### src/rtl/riot_pkg.sv
// Shared definitions for the RIOT-style RAM / I/O / timer block.
// Holds prescale encodings and divisors, address-field codes and the RAM reset image.
// No logic of its own; imported by riot_multi and riot_timer.
package riot_pkg;

    // Prescale select, written through addr[1:0] of a timer write.
    typedef enum logic [1:0] {
        PS_1    = 2'd0,
        PS_8    = 2'd1,
        PS_64   = 2'd2,
        PS_1024 = 2'd3
    } presc_e;

    // ce cycles per timer tick for each prescale setting.
    localparam int DIV_1    = 1;
    localparam int DIV_8    = 8;
    localparam int DIV_64   = 64;
    localparam int DIV_1024 = 1024;

    // Register-space decode on addr[7:6].
    localparam logic [1:0] AREA_PORT  = 2'b00;
    localparam logic [1:0] AREA_TIMER = 2'b01;
    localparam logic [1:0] AREA_EDGE  = 2'b10;
    localparam logic [1:0] AREA_NONE  = 2'b11;

    localparam int RAM_IMAGE_BYTES = 128;

    // Last prescaler count before a tick; the prescaler runs 0..div-1.
    function automatic logic [9:0] presc_last(input presc_e sel);
        logic [9:0] r;
        case (sel)
            PS_1:    r = 10'(DIV_1 - 1);
            PS_8:    r = 10'(DIV_8 - 1);
            PS_64:   r = 10'(DIV_64 - 1);
            default: r = 10'(DIV_1024 - 1);
        endcase
        return r;
    endfunction

    function automatic logic [RAM_IMAGE_BYTES-1:0][7:0] gen_ram_image();
        logic [RAM_IMAGE_BYTES-1:0][7:0] img;
        for (int i = 0; i < RAM_IMAGE_BYTES; i++) begin
            img[i] = 8'(i * 37 + 11);
        end
        return img;
    endfunction

    // RAM contents after reset when RAM_INIT = 1.
    localparam logic [RAM_IMAGE_BYTES-1:0][7:0] RAM_INIT_IMAGE = gen_ram_image();

endpackage

### src/rtl/riot_timer.sv
// One interval timer: 8-bit count, 1/8/64/1024 prescaler, reload latch, underflow flag.
// Count, flag and enable are registers; a write or read acts on the edge of its ce cycle.
// No backpressure; state only advances on ce, reset overrides ce.
// Ports: clk, reset, ce; wr/rd strobes (already qualified by ce & cs & decode);
//        cfg_* from the address lines of the access; d_in write data;
//        count, flag, irq_en registered outputs.
module riot_timer
    import riot_pkg::*;
(
    input  logic       clk,
    input  logic       reset,
    input  logic       ce,
    input  logic       wr,
    input  logic       rd,
    input  logic       cfg_irq_en,
    input  logic       cfg_reload,
    input  presc_e     cfg_presc,
    input  logic [7:0] d_in,
    output logic [7:0] count,
    output logic       flag,
    output logic       irq_en
);

    logic [7:0] latch;
    logic [9:0] presc_cnt;
    presc_e     presc_sel;
    logic       reload;
    // After a one-shot underflow the count runs down at ce rate and parks at 0x00.
    logic       fast;

    always_ff @(posedge clk) begin
        if (reset) begin
            count     <= 8'h00;
            latch     <= 8'h00;
            presc_cnt <= '0;
            presc_sel <= PS_1024;
            reload    <= 1'b0;
            fast      <= 1'b1;
            flag      <= 1'b0;
            irq_en    <= 1'b0;
        end else if (ce) begin
            if (wr) begin
                // A write beats a coincident underflow: new count, flag cleared.
                count     <= d_in;
                latch     <= d_in;
                presc_cnt <= '0;
                presc_sel <= cfg_presc;
                reload    <= cfg_reload;
                irq_en    <= cfg_irq_en;
                fast      <= 1'b0;
                flag      <= 1'b0;
            end else begin
                if (rd) begin
                    irq_en <= cfg_irq_en;
                    flag   <= 1'b0;
                end
                if (fast) begin
                    if (count != 8'h00) begin
                        count <= count - 8'h01;
                    end
                end else if (presc_cnt == presc_last(presc_sel)) begin
                    presc_cnt <= '0;
                    if (count == 8'h00) begin
                        // Underflow sets the flag even if a read clears it this cycle.
                        flag <= 1'b1;
                        if (reload) begin
                            count <= latch;
                        end else begin
                            count <= 8'hFF;
                            fast  <= 1'b1;
                        end
                    end else begin
                        count <= count - 8'h01;
                    end
                end else begin
                    presc_cnt <= presc_cnt + 10'd1;
                end
            end
        end
    end

endmodule

### src/rtl/riot_multi.sv
// RIOT-style peripheral: byte RAM, NPORTS I/O ports with DDR, NTIMERS timers, pin-7 edge detect.
// Read data registered on the edge of the access cycle (one ce of latency), held until next read.
// No backpressure; an access is any cycle with ce & cs, other cycles change nothing.
// Ports: clk, reset (sync, active high), ce, cs, rs (1 = RAM), we, addr, d_in, d_out,
//        irq_n (combinational), port_in / port_out / port_dir (8 bits per port).
module riot_multi
    import riot_pkg::*;
#(
    parameter int RAM_AW   = 7,
    parameter int NPORTS   = 2,
    parameter int NTIMERS  = 1,
    parameter int RAM_INIT = 0
) (
    input  logic                  clk,
    input  logic                  reset,
    input  logic                  ce,
    input  logic                  cs,
    input  logic                  rs,
    input  logic                  we,
    input  logic [7:0]            addr,
    input  logic [7:0]            d_in,
    output logic [7:0]            d_out,
    output logic                  irq_n,
    input  logic [8*NPORTS-1:0]   port_in,
    output logic [8*NPORTS-1:0]   port_out,
    output logic [8*NPORTS-1:0]   port_dir
);

    localparam int RAM_DEPTH = 1 << RAM_AW;

    logic [7:0] ram [RAM_DEPTH];
    logic [7:0] pout [NPORTS];
    logic [7:0] pdir [NPORTS];

    logic [NPORTS-1:0] e_flag, e_en, e_pol, e_prev, eff, e_evt;
    // Blocks a fake edge on the first sample after reset.
    logic              e_prev_vld;

    logic [NTIMERS-1:0] t_flag, t_en, t_wr, t_rd;
    logic [7:0]         t_count [NTIMERS];

    logic              acc, reg_acc, flag_rd;
    logic [1:0]        area, pidx;
    logic [RAM_AW-1:0] ram_a;
    logic [7:0]        flag_byte, rd_data;

    assign acc     = ce & cs;
    assign reg_acc = acc & ~rs;
    assign area    = addr[7:6];
    assign ram_a   = addr[RAM_AW-1:0];
    // Port index wraps modulo the number of ports actually built.
    assign pidx    = 2'(32'(addr[2:1]) % NPORTS);
    assign flag_rd = reg_acc & ~we & (area == AREA_TIMER) & addr[0];

    always_comb begin
        port_out = '0;
        port_dir = '0;
        eff      = '0;
        e_evt    = '0;
        for (int p = 0; p < NPORTS; p++) begin
            port_out[8*p +: 8] = pout[p];
            port_dir[8*p +: 8] = pdir[p];
            eff[p]   = pdir[p][7] ? pout[p][7] : port_in[8*p+7];
            e_evt[p] = e_prev_vld & (e_pol[p] ? (~e_prev[p] & eff[p])
                                              : (e_prev[p] & ~eff[p]));
        end
    end

    always_comb begin
        t_wr = '0;
        t_rd = '0;
        for (int t = 0; t < NTIMERS; t++) begin
            t_wr[t] = reg_acc & we & (area == AREA_TIMER) & (addr[5:4] == 2'(t));
            t_rd[t] = reg_acc & ~we & (area == AREA_TIMER) & ~addr[0] & (addr[5:4] == 2'(t));
        end
    end

    for (genvar t = 0; t < NTIMERS; t++) begin : g_timer
        riot_timer u_timer (
            .clk        (clk),
            .reset      (reset),
            .ce         (ce),
            .wr         (t_wr[t]),
            .rd         (t_rd[t]),
            .cfg_irq_en (addr[3]),
            .cfg_reload (addr[2]),
            .cfg_presc  (presc_e'(addr[1:0])),
            .d_in       (d_in),
            .count      (t_count[t]),
            .flag       (t_flag[t]),
            .irq_en     (t_en[t])
        );
    end

    always_comb begin
        flag_byte = 8'h00;
        for (int t = 0; t < NTIMERS; t++) begin
            flag_byte[t] = t_flag[t];
        end
        for (int p = 0; p < NPORTS; p++) begin
            flag_byte[4+p] = e_flag[p];
        end
    end

    always_comb begin
        rd_data = 8'h00;
        if (rs) begin
            rd_data = ram[ram_a];
        end else begin
            case (area)
                AREA_PORT: begin
                    for (int p = 0; p < NPORTS; p++) begin
                        if (pidx == 2'(p)) begin
                            rd_data = addr[0] ? pdir[p]
                                              : ((pout[p] & pdir[p]) | (port_in[8*p +: 8] & ~pdir[p]));
                        end
                    end
                end
                AREA_TIMER: begin
                    if (addr[0]) begin
                        rd_data = flag_byte;
                    end else begin
                        for (int t = 0; t < NTIMERS; t++) begin
                            if (addr[5:4] == 2'(t)) begin
                                rd_data = t_count[t];
                            end
                        end
                    end
                end
                AREA_EDGE: rd_data = 8'h00;
                AREA_NONE: rd_data = 8'h00;
                default:   rd_data = 8'h00;
            endcase
        end
    end

    assign irq_n = ~((|(t_flag & t_en)) | (|(e_flag & e_en)));

    always_ff @(posedge clk) begin
        if (reset) begin
            d_out      <= 8'hFF;
            e_flag     <= '0;
            e_en       <= '0;
            e_pol      <= '0;
            e_prev     <= '0;
            e_prev_vld <= 1'b0;
            for (int p = 0; p < NPORTS; p++) begin
                pout[p] <= 8'h00;
                pdir[p] <= 8'h00;
            end
        end else if (ce) begin
            e_prev     <= eff;
            e_prev_vld <= 1'b1;
            // A fresh edge survives a flag read in the same cycle.
            e_flag     <= (flag_rd ? '0 : e_flag) | e_evt;
            if (cs) begin
                if (!we) begin
                    d_out <= rd_data;
                end else if (!rs) begin
                    if (area == AREA_PORT) begin
                        for (int p = 0; p < NPORTS; p++) begin
                            if (pidx == 2'(p)) begin
                                if (addr[0]) pdir[p] <= d_in;
                                else         pout[p] <= d_in;
                            end
                        end
                    end else if (area == AREA_EDGE) begin
                        for (int p = 0; p < NPORTS; p++) begin
                            if (addr[1:0] == 2'(p)) begin
                                e_pol[p] <= d_in[0];
                                e_en[p]  <= d_in[1];
                            end
                        end
                    end
                end
            end
        end
    end

    always_ff @(posedge clk) begin
        if (reset) begin
            for (int i = 0; i < RAM_DEPTH; i++) begin
                ram[i] <= (RAM_INIT != 0) ? RAM_INIT_IMAGE[i % RAM_IMAGE_BYTES] : 8'h00;
            end
        end else if (acc && rs && we) begin
            ram[ram_a] <= d_in;
        end
    end

endmodule

### config.mk
export PLATFORM = sky130hd
export DESIGN_NAME = riot_multi
export DESIGN_NICKNAME = d
export VERILOG_FILES = /design/src/rtl/riot_pkg.sv /design/src/rtl/riot_timer.sv /design/src/rtl/riot_multi.sv
export SDC_FILE = /design/constraint.sdc
export NUM_CORES = 2
export LEC_CHECK = 0
export BUFFER_PORTS_ARGS = -buffer_cell sky130_fd_sc_hd__buf_2
export CORE_MARGIN = 2
export CORE_UTILIZATION = 55
export DETAILED_ROUTE_END_ITERATION = 16
export HOLD_SLACK_MARGIN = 0.03
export PLACE_DENSITY = 0.72
export SYNTH_ARGS = -nofsm -noshare
export SYNTH_HDL_FRONTEND = slang
export SYNTH_SLANG_ARGS = --single-unit
### constraint.sdc
create_clock -name clk -period 5.7 [get_ports clk]
set_input_delay 0.57 -clock clk [delete_from_list [all_inputs] [get_ports clk]]
set_output_delay 0.57 -clock clk [all_outputs]
set_load 0.02 [all_outputs]
==> impl_metrics.env <==
export IMPL_status="complete, but fails checks"
export IMPL_violations="max-capacitance violations, max-slew violations"
export IMPL_cp_data_arrival_time_ns=4.23
export IMPL_first_iter_violations=4277
export IMPL_routedWlPerCell_um=27.1
export IMPL_numPortBuffers=78
export IMPL_ios=79
export IMPL_post_place_cells=4906
export IMPL_cts_hold_fix_buffers=0
export IMPL_postSynth_asyncResetShare_pct=0
export IMPL_synth_edf_count=1056
export IMPL_nFillCells=7084
export IMPL_clk_pin_slew_ns=0.06
export IMPL_wl_um=138000
export IMPL_cts_tree="yes"
export IMPL_cts_buffers=114
export IMPL_final_core_util_pct=60.7
export IMPL_num_nets_final=3809
export IMPL_syn_area_um2=51800
export IMPL_required_ns=6.08
export IMPL_setup_viol=0
export IMPL_layout_cells_most_common="edfxtp_1"
export IMPL_grt_pass1_vias=30800
export IMPL_die_w_um=311
export IMPL_drtAntennaViolNets=0
export IMPL_reg2reg_from="g_timer[0].u_timer.count[3]"
export IMPL_cts_sink_count=1105
export IMPL_ir_drop_mv=0.248
export IMPL_synth_net_count=3818
export IMPL_root_buffer="clkbuf_16"
export IMPL_num_vias=31800
export IMPL_htree_levels=3
export IMPL_post_route_min_period_ns=3.85
export IMPL_place_gp_congestion=0.961
export IMPL_hold_path_end="e_prev[1]"
export IMPL_synth_ff_type="edfxtp_1"
export IMPL_min_from="port_in[15]"
export IMPL_syn_area_per_cell_um2=13.7
export IMPL_r2r_cells=7
export IMPL_core_um2=93300
export IMPL_antenna_found_initial=2
export IMPL_cp_startpoint="reset"
export IMPL_dieArea_um2=96600
export IMPL_cp_slowest_cell="nor3_1"
export IMPL_grt_pass1_wl_um=205000
export IMPL_post_cts_buffers=0
export IMPL_setup_tns_ns=0
export IMPL_cts_resized=0
export IMPL_area_delta_synth_final_pct=9.36
export IMPL_grt_util_all_layers_pct=28.5
export IMPL_dp_hpwl_um=87400
export IMPL_final_max_slew_viol_count=1
export IMPL_holdPathStages=3
export IMPL_grt_ovfl_total=0
export IMPL_fmax_ghz=0.260
export IMPL_finalHoldViolations=0
export IMPL_viasPerCell=6.23
export IMPL_r2r_setup_slack_ns=2.76
export IMPL_maxCapViolCount=1
export IMPL_fin_skew_ns=0.0286
export IMPL_synth_cell_type_count=78
export IMPL_drive_gt1_share_pct=16.4
export IMPL_rows=112
export IMPL_drtPass1Iterations=8
export IMPL_crit_fanout=74
export IMPL_worstMarginPinSlew_ns=1.48
export IMPL_p_per_area_nw_per_um2=323
export IMPL_rsz0062_at_grt="false"
export IMPL_final_cell_mix="edfxtp_1 (1056), and2_1 (1048), nor2_1 (194)"
export IMPL_reg2reg_to="g_timer[0].u_timer.count[0]"
export IMPL_end_kind="register"
export IMPL_ys_warnings_count=0
export IMPL_power_leakage_uw=0.0198
export IMPL_cts_buffer_depth=3
export IMPL_die_h_um=311
export IMPL_start_util_pct=55.5
export IMPL_max_stage_delay_ns=0.92
export IMPL_yosys_register_bits=1105
export IMPL_drc_errors=0
export IMPL_crit_path_cell_trace="buf_6 > nand2b_1 > nor3_1 > nand2_1 > buf_4 > nor2_1 > or2_2"
export IMPL_hp_class="in2reg"
export IMPL_slew_headroom_pct=-0.0198
export IMPL_crit_type="in2reg"
export IMPL_critPathLaunchType="input port"
export IMPL_finalCritPeriodShare_pct=67.6
export IMPL_synthCells=3777
export IMPL_finalNonFillerCells=5114
export IMPL_seq_area_frac_synth_pct=63.1
export IMPL_grt_max_degree=79
export IMPL_clock_latency_ns=0.70
==> critical path: cells and delay by family <==
| family | cells | cell delay, ns |
|---|---|---|
| buf+inv | 2 | 0.70 |
| simple gates | 5 | 2.91 |
==> layer usage <==
metal | wire [um] | share of wire, % | vias up | track usage, %
met4 | 5220 | 3.8 | 0 | 10.6
met2 | 64700 | 47 | 1831 | 44.9
met5 | 0 | 0 | - | 0
met1 | 54600 | 39 | 16000 | 40.1
met3 | 13800 | 10 | 286 | 5.02
li1 | - | - | 13700 | -
==> area by class of cell <==
cell class / count / area [um^2] / area share (%)
flip-flops and latches: 1105 / 32700 / 57.7
multi-input cells: 2383 / 17700 / 31.3
clock buffers: 133 / 2950 / 5.20
well taps: 1254 / 1570 / 2.77
repair buffers: 148 / 1000 / 1.77
clock inverters: 74 / 609 / 1.08
inverters: 16 / 60.1 / 0.106
diodes: 1 / 2.50 / 0.00442
==> where the power goes <==
group / internal (uW) / switching [uW]
combinational: 571 / 1010
sequential: 9290 / 195
clock: 4040 / 3160
==> worst max path at each step <==
stage,slack (ns),endpoint,cells after the start
after global routing,1.94,ram[57][7],7
after detailed placement,1.37,ram[57][0],7
after global placement,1.33,ram[57][1],7
after floorplan,3.01,pout[0][10],8
after CTS,2.12,ram[57][0],7
final,1.85,ram[57][5],7
==> metrics by stage <==
stage,hold WS [ns],setup slack [ns],total power [uW],instance area (um^2)
6_report,0.242,1.85,18300,56600
3_5_place_dp,0.443,1.37,11200,53100
3_3_place_gp,0.439,1.33,11200,53100
4_1_cts,0.200,2.12,18300,56600
5_1_grt,0.249,1.94,18700,56600
2_1_floorplan,0.431,3.01,10600,51800
==> state kept, by name, summed over array words and instances (netlist names) <==
name	count
g_timer.u_timer.presc_sel	2
d_out	8
g_timer.u_timer.irq_en	1
g_timer.u_timer.count	8
g_timer.u_timer.latch	8
g_timer.u_timer.flag	1
pdir	16
g_timer.u_timer.fast	1
g_timer.u_timer.reload	1
e_flag	2
e_pol	2
pout	16
e_prev	2
g_timer.u_timer.presc_cnt	10
e_prev_vld	1
e_en	2
ram	1024
==> synth_stat cells, drive strengths merged, types with 6 or more instances <==
cell type / number / share of area (%)
o221ai: 25 / 0.42
o211ai: 9 / 0.13
o21ai: 91 / 0.88
inv: 15 / 0.11
nand2: 160 / 1.2
nor3: 14 / 0.14
a22oi: 14 / 0.20
nor2b: 10 / 0.12
a221oi: 13 / 0.23
nand4: 10 / 0.12
buf: 86 / 1.1
clkbuf: 187 / 1.4
a211oi: 7 / 0.10
and2: 1048 / 13
a41oi: 6 / 0.10
a21oi: 104 / 1.0
dfxtp: 49 / 1.9
mux4: 180 / 7.9
a31oi: 10 / 0.12
o22ai: 39 / 0.47
or2: 130 / 1.6
xor2: 8 / 0.14
nor2: 194 / 1.4
nand3: 29 / 0.28
nand2b: 18 / 0.22
mux2i: 155 / 3.0
nand3b: 9 / 0.13
edfxtp: 1056 / 61
o2bb2ai: 6 / 0.10
mux2: 14 / 0.30
==> cells by family (layout without fill, tap and decap cells) <==
group                      Yosys count  count (layout)  share of synthesized area (%)
and+or+nand+nor                   1650            1650                           18.3
DFF                               1105            1105                           63.1
AOI/OAI and AO/OA                  368             368                           4.51
muxes                              349             349                           11.2
buffers and inverters              289             371                           2.60
xor gates and xnor gates            13              13                          0.220
adders and majority gates            3               3                         0.0725
other                                0               1                              0
No activity file was read; power rests on OpenSTA's default activity.
